$ cat src/rtl/span_fragment_emitter_pkg.sv
// Shared definitions for the span fragment producer and the z-buffer consumer:
// fragment bit layout, depth limits, screen size and the emitter FSM encoding.
package span_fragment_emitter_pkg;

    localparam int SCREEN_W = 640;
    localparam int SCREEN_H = 480;

    localparam logic [15:0] Z_CLEAR = 16'hFFFF;
    localparam logic [15:0] Z_MAX   = 16'hFFFE;

    localparam int X_HI     = 255;
    localparam int X_LO     = 240;
    localparam int Y_HI     = 239;
    localparam int Y_LO     = 224;
    localparam int Z_HI     = 223;
    localparam int Z_LO     = 208;
    localparam int RED_HI   = 63;
    localparam int RED_LO   = 48;
    localparam int GREEN_HI = 47;
    localparam int GREEN_LO = 32;
    localparam int BLUE_HI  = 31;
    localparam int BLUE_LO  = 16;

    typedef enum logic [1:0] {
        ST_IDLE  = 2'd0,
        ST_SETUP = 2'd1,
        ST_EMIT  = 2'd2
    } state_t;

    typedef struct packed {
        logic [15:0] y;
        logic [15:0] x0;
        logic [15:0] x1;
        logic [15:0] z0;
        logic [15:0] dz;
        logic [23:0] rgb;
    } span_t;

    // Z_CLEAR is reserved for "no fragment", so writable depth tops out at Z_MAX.
    function automatic logic [15:0] clamp_z(input logic signed [17:0] z);
        logic [15:0] r;
        if (z < 18'sd0) begin
            r = 16'h0000;
        end else if (z > $signed({2'b00, Z_MAX})) begin
            r = Z_MAX;
        end else begin
            r = z[15:0];
        end
        return r;
    endfunction

    function automatic logic [255:0] build_frag(input logic [15:0] x, input logic [15:0] y,
                                                input logic [15:0] z, input logic [23:0] rgb);
        logic [255:0] f;
        f = '0;
        f[X_HI:X_LO]         = x;
        f[Y_HI:Y_LO]         = y;
        f[Z_HI:Z_LO]         = z;
        f[RED_HI:RED_LO]     = {8'h00, rgb[23:16]};
        f[GREEN_HI:GREEN_LO] = {8'h00, rgb[15:8]};
        f[BLUE_HI:BLUE_LO]   = {8'h00, rgb[7:0]};
        return f;
    endfunction

endpackage

$ cat src/rtl/span_fragment_emitter_span_clip.sv
// Combinational span clipping: screen-clipped column range, depth at the first
// visible column, and whether anything of the span is left to draw.
module span_fragment_emitter_span_clip
    import span_fragment_emitter_pkg::*;
#(
    parameter int WIDTH  = SCREEN_W,
    parameter int HEIGHT = SCREEN_H
) (
    input  logic signed [15:0] y,
    input  logic signed [15:0] x0,
    input  logic signed [15:0] x1,
    input  logic        [15:0] z0,
    input  logic signed [15:0] dz,
    output logic signed [15:0] xs,
    output logic signed [15:0] xe,
    output logic signed [33:0] zs,
    output logic               empty
);

    localparam logic signed [16:0] X_LAST = 17'(WIDTH - 1);
    localparam logic signed [16:0] Y_LIM  = 17'(HEIGHT);

    logic signed [16:0] y_e;
    logic signed [16:0] x0_e;
    logic signed [16:0] x1_e;
    logic signed [16:0] diff;
    logic signed [33:0] dz_e;
    logic signed [33:0] diff_e;
    logic signed [33:0] z0_e;

    always_comb begin
        y_e  = 17'(y);
        x0_e = 17'(x0);
        x1_e = 17'(x1);
        xs   = (x0_e < 17'sd0) ? 16'sd0 : x0;
        xe   = (x1_e > X_LAST) ? X_LAST[15:0] : x1;
        diff = 17'(xs) - x0_e;
        // 34 bits holds z0 plus the worst-case dz * (left-clip distance).
        dz_e   = 34'(dz);
        diff_e = 34'(diff);
        z0_e   = $signed({18'd0, z0});
        zs     = z0_e + dz_e * diff_e;
        empty  = (y_e < 17'sd0) || (y_e >= Y_LIM) || (xs > xe);
    end

endmodule

$ cat src/rtl/span_fragment_emitter.sv
// Turns one accepted horizontal span into a stream of clipped, depth-clamped
// 256-bit fragment pushes into the z-buffer queue, throttled by queue occupancy.
module span_fragment_emitter
    import span_fragment_emitter_pkg::*;
#(
    parameter int WIDTH  = SCREEN_W,
    parameter int HEIGHT = SCREEN_H,
    parameter int QDEPTH = 1024
) (
    input  logic         clk,
    input  logic         rst_n,
    input  logic         span_valid,
    output logic         span_ready,
    input  logic [15:0]  span_y,
    input  logic [15:0]  span_x0,
    input  logic [15:0]  span_x1,
    input  logic [15:0]  span_z0,
    input  logic [15:0]  span_dz,
    input  logic [23:0]  span_rgb,
    input  logic [15:0]  q_size,
    output logic         q_adding,
    output logic [255:0] q_add_regs,
    output logic         busy,
    output logic [31:0]  frag_count
);

    // span handshake: a span transfers on any rising edge where span_valid and
    // span_ready are both high; span_ready is high only in IDLE, so at most one
    // span is in flight and the producer must hold its fields until that edge.

    state_t state_q, state_d;

    span_t               span_q, span_d;
    logic signed [15:0]  cur_x_q, cur_x_d;
    logic signed [15:0]  xe_q, xe_d;
    logic signed [17:0]  cur_z_q, cur_z_d;
    logic                q_adding_q, q_adding_d;
    logic [255:0]        q_add_regs_q, q_add_regs_d;
    logic [31:0]         frag_count_q, frag_count_d;

    logic signed [15:0]  clip_xs;
    logic signed [15:0]  clip_xe;
    logic signed [33:0]  clip_zs;
    logic                clip_empty;

    logic [31:0]         q_need;
    logic                room;
    logic                push;
    logic                last_x;

    span_fragment_emitter_span_clip #(
        .WIDTH  (WIDTH),
        .HEIGHT (HEIGHT)
    ) u_span_clip (
        .y     (span_q.y),
        .x0    (span_q.x0),
        .x1    (span_q.x1),
        .z0    (span_q.z0),
        .dz    (span_q.dz),
        .xs    (clip_xs),
        .xe    (clip_xe),
        .zs    (clip_zs),
        .empty (clip_empty)
    );

    // Margin of 2: one entry may already be in the push register and q_size
    // lags that push by a cycle.
    assign q_need = 32'(q_size) + 32'd2;
    assign room   = q_need < 32'(QDEPTH);
    assign last_x = (cur_x_q == xe_q);

    always_ff @(posedge clk or negedge rst_n) begin
        if (!rst_n) begin
            state_q <= ST_IDLE;
        end else begin
            state_q <= state_d;
        end
    end

    always_comb begin
        state_d = state_q;
        case (state_q)
            ST_IDLE:  if (span_valid) state_d = ST_SETUP;
            ST_SETUP: state_d = clip_empty ? ST_IDLE : ST_EMIT;
            ST_EMIT:  if (push && last_x) state_d = ST_IDLE;
            default:  state_d = ST_IDLE;
        endcase
    end

    always_comb begin
        span_ready = (state_q == ST_IDLE);
        busy       = (state_q != ST_IDLE);
        push       = (state_q == ST_EMIT) && room;
    end

    always_comb begin
        span_d       = span_q;
        cur_x_d      = cur_x_q;
        xe_d         = xe_q;
        cur_z_d      = cur_z_q;
        q_adding_d   = push;
        q_add_regs_d = q_add_regs_q;
        frag_count_d = frag_count_q + 32'(push);
        if (span_ready && span_valid) begin
            span_d = '{y: span_y, x0: span_x0, x1: span_x1,
                       z0: span_z0, dz: span_dz, rgb: span_rgb};
        end
        if ((state_q == ST_SETUP) && !clip_empty) begin
            cur_x_d = clip_xs;
            xe_d    = clip_xe;
            cur_z_d = clip_zs[17:0];
        end
        if (push) begin
            q_add_regs_d = build_frag(cur_x_q, span_q.y, clamp_z(cur_z_q), span_q.rgb);
            cur_x_d      = cur_x_q + 16'sd1;
            cur_z_d      = cur_z_q + 18'($signed(span_q.dz));
        end
    end

    always_ff @(posedge clk or negedge rst_n) begin
        if (!rst_n) begin
            span_q       <= '0;
            cur_x_q      <= '0;
            xe_q         <= '0;
            cur_z_q      <= '0;
            q_adding_q   <= 1'b0;
            q_add_regs_q <= '0;
            frag_count_q <= '0;
        end else begin
            span_q       <= span_d;
            cur_x_q      <= cur_x_d;
            xe_q         <= xe_d;
            cur_z_q      <= cur_z_d;
            q_adding_q   <= q_adding_d;
            q_add_regs_q <= q_add_regs_d;
            frag_count_q <= frag_count_d;
        end
    end

    assign q_adding   = q_adding_q;
    assign q_add_regs = q_add_regs_q;
    assign frag_count = frag_count_q;

endmodule

$ cat config.mk
export PLATFORM = sky130hd
export DESIGN_NAME = span_fragment_emitter
export DESIGN_NICKNAME = d
export VERILOG_FILES = /design/src/rtl/span_fragment_emitter_pkg.sv /design/src/rtl/span_fragment_emitter_span_clip.sv /design/src/rtl/span_fragment_emitter.sv
export SDC_FILE = /design/constraint.sdc
export NUM_CORES = 1
export LEC_CHECK = 0
export ABC_CLOCK_PERIOD_IN_PS = 7460
export BUFFER_PORTS_ARGS = -buffer_cell sky130_fd_sc_hd__buf_2
export CORE_MARGIN = 3
export CORE_UTILIZATION = 51
export CTS_CLUSTER_DIAMETER = 80
export DETAILED_ROUTE_END_ITERATION = 6
export HOLD_SLACK_MARGIN = 0.15
export MAX_ROUTING_LAYER = met4
export PLACE_DENSITY_LB_ADDON = 0.15
export SYNTH_ARGS = -nofsm -noshare
export SYNTH_HDL_FRONTEND = slang
export SYNTH_SLANG_ARGS = --single-unit
$ cat constraint.sdc
create_clock -name clk -period 7.46 [get_ports clk]
set_clock_uncertainty 0.15 [all_clocks]
set_input_delay 0.746 -clock clk [delete_from_list [all_inputs] [get_ports clk]]
set_output_delay 0.746 -clock clk [all_outputs]
set_load 0.005 [all_outputs]
==> results.md <==
* Mapped Cells at 1,986
* # port buffers at 228
* Post-synth cell types at 68
* Yosys top cell by area: dfrtp_1
* Top FF cell, synth: dfrtp_1
* Top post-synthesis cells by count: nand2_1 (295), dfrtp_1 (261), inv_1 (212)
* Die Area at 40,000 sq um
* TritonCTS clock tree: yes
* Status: finished clean
* Worst Tran Pin Value at between 1 and 1.5 ns
* Non-Filler Instances at 2,737
* Worst-Skew Late Latency at 0.57 ns
* Post-synth EDFFs at 0
* Ranking of synthesized cells by area: dfrtp_1 (34%), fa_1 (13%), buf_4 (7.2%), ha_1 (6.8%), mux2_2 (6.0%)
* CTS H-tree depth at 1
* GRT Total Usage at 0.240
* Share of cells above drive strength 1 at 0.210
* Seq/Total Area, Yosys at 0.340
* Tcrit/Tclk final at 0.958
* IO Pins at 414
* Pint at 2470 uW
* Via count at 13,888
* Avg Inst Size Synth at 9.66 sq um
* Critical path class: reg -> reg
* Max Transition Viols Final at 0
* Crit path DAT at 7.48 ns
* DRT antenna net count at 0
* Ant. Diodes at 0
* Hold Path Class: in -> reg
* PnR worst setup slack at ~0.31 ns
* Switching pwr at 781 uW
* Initial Util at 0.520
* Clk buf depth at 3
* Die width at 200 um
* Slew margin rel. at 0.302
* Ys Warns at 0
* Power Density at 151 nW/um^2
* Mapped Area at 19,200 sq um
* Clk root buf: clkbuf_16
* Comb power frac at 0.071
* Final setup viols at 0
* Row count at 70
* Die height at 200 um
* Max Freq at 0.140 GHz
* Count leader, synth: nand2_1
* Placed insts at 2,682
* Initial DRC Count at 765
* Drt drc at 0
* Clock transition at the registers of the reported paths at 0.06 ns
* Hold Vio Cnt, Final at 0
* Initial antenna violation count at 0
* Clock Sinks at 261
* Async SR Flop Fraction at 1.00
* Max rail drop VDD at 0.172 mV
* GPL Wtd Cong at 0.905
* Total wire length at 46,400 um
* WP data required at between 7 and 8 ns
* Vias/cell at around 5.1
* Worst slack, placed at 0.0211 ns
* CP Capture Type: flop
* Area delta synth->final at 12.1%
* Crit start category: flop
* Synth Register Bits at 261
* Yosys top cell area share at 0.340
* Vias in the first global route at 14,071
* Drt wl/cell at approximately 17 um
* CP max FO at 10
* Max-cap violations at 0
* Post-DP HPWL at around 35,000 um
* Number of buffers created by CTS at 29
* Overflow after GRT at 0
* Initial DRT Pass Iterations at 5
* Sw frac at 0.240
* # nets final at 2,563
* Final hold slack at 0.248 ns
* Sequential cell fraction of total power at 0.458
* Fin crit period at slightly above 7 ns
* Largest net degree at the start of global routing at 145
* Clock power frac at 0.471
* First-pass GRT wire length at 73,900 um
* Static Leakage at between 0.01 and 0.015 uW
* Core region area at 36,900 sq um
## logic make-up after synthesis
family | synth area share
AND/OR/NAND/NOR | 0.158
adder cells (fa/ha/maj) | 0.198
flip-flops | 0.340
XOR/XNOR | 0.0474
multiplexers | 0.0620
other | 0.000195
buffers and inverters | 0.130
AO/OA/AOI/OAI | 0.0631
## path summary, 6_finish.rpt
path,from,end,slack (ns),depth (start not counted)
max,span_q[74],cur_z_q[17],0.31,22
min,span_x0[3],span_q[75],0.25,2
max reg2reg,span_q[74],cur_z_q[17],0.31,22
min reg2reg,span_q[15],q_add_regs[39],0.30,2
max in group asynchronous,rst_n,span_q[51],5.17,3
min in group asynchronous,rst_n,q_add_regs[224],0.65,2
## area by class of cell
| cell class | count | area (sq um) |
|---|---|---|
| well taps | 504 | 631 |
| flip-flops and latches | 261 | 6540 |
| inverters | 213 | 800 |
| clock buffers | 39 | 833 |
| repair buffers | 276 | 1530 |
| fillers | 3290 | 15400 |
| clock inverters | 14 | 208 |
| multi-input cells | 1430 | 11000 |
## worst max-delay path, cell delays in order, from the launching register on
cell and delay, ns:
dfrtp_2 0.44, or4_4 0.59, or4_1 0.40, and3_1 0.21
buf_6 0.16, and2_1 0.17, fa_1 0.53, inv_1 0.05
fa_1 0.49, fa_1 0.51, inv_1 0.05, fa_1 0.46
fa_1 0.55, inv_1 0.05, fa_1 0.56, inv_1 0.05
ha_1 0.22, or3_1 0.40, a311oi_2 0.39, o31ai_2 0.15
xnor2_2 0.15, a32oi_1 0.14, a21boi_2 0.17
## stage by stage
stage                     setup TNS, ns  instance area, sq um  power (uW)   util
after floorplan                       0                 19900        1700      -
after global placement                0                 20300        1740  0.552
after detailed placement              0                 20300        1750  0.552
after CTS                             0                 21400        3300  0.580
after global routing          -0.000782                 21500        3400  0.583
final                                 0                 21500        3250  0.583
## routing by layer
| metal | global-route usage | wire [um] | up-vias |
|---|---|---|---|
| li1 | - | - | 6487 |
| met1 | 0.311 | 19400 | 6848 |
| met2 | 0.406 | 23200 | 479 |
| met3 | 0.0307 | 2540 | 74 |
| met4 | 0.0584 | 1220 | 0 |
| met5 | - | 0 | - |
## state kept, by name (all words and copies together), names as in the netlist
name / cells
q_adding: 1
xe_q: 16
cur_z_q: 18
frag_count: 32
q_add_regs: 72
cur_x_q: 16
state_q: 2
span_q: 104
## power groups by stage
stage	sequential (uW)	combinational (uW)	clock, uW
2_1_floorplan	1510	197	0
3_3_place_gp	1510	226	0
3_5_place_dp	1510	231	0
4_1_cts	1490	233	1580
5_1_grt	1490	271	1630
6_report	1490	232	1530
## layout by cell type (no fill, tap or decap), drive strengths merged, types with 4 or more instances in the layout
cell type  netlist  routed
a221oi           5       5
conb             1     184
and3            44      44
mux2           103     103
or2              6       6
xnor3            5       5
a211oi           6       6
nand2b           5       5
inv            213     214
clkinv           0       6
nor3             8       8
o41ai            4       4
o21ai           52      52
a21o             9       9
nand4           18      18
dfrtp          261     261
bufinv           0       4
buf            194     275
nor4            12      12
o31ai           11      11
or3              6       6
a32oi            4       4
nor2b           22      22
and4             4       4
a21oi           38      38
o21a            13      13
a31oi            7       7
ha             104     104
nand2          295     295
xor2            39      39
nand3           31      31
or4              5       5
a22oi            4       4
o22ai            8       8
fa             125     125
and2            93      93
clkbuf          71      39
xnor2           52      52
nor2            75      75
## what timing repair did
| action | in CTS | in global routing |
|---|---|---|
| gates resized for setup | 1 | 20 |
| hold endpoints to repair | 84 | 0 |
| endpoints found under the setup margin | 1 | 4 |
| setup buffers | 0 | 1 |
| hold buffers | 1 | 0 |
| pin swaps | 0 | 13 |
| cloned | 0 | 0 |
Power figures use the tool's default switching activity.
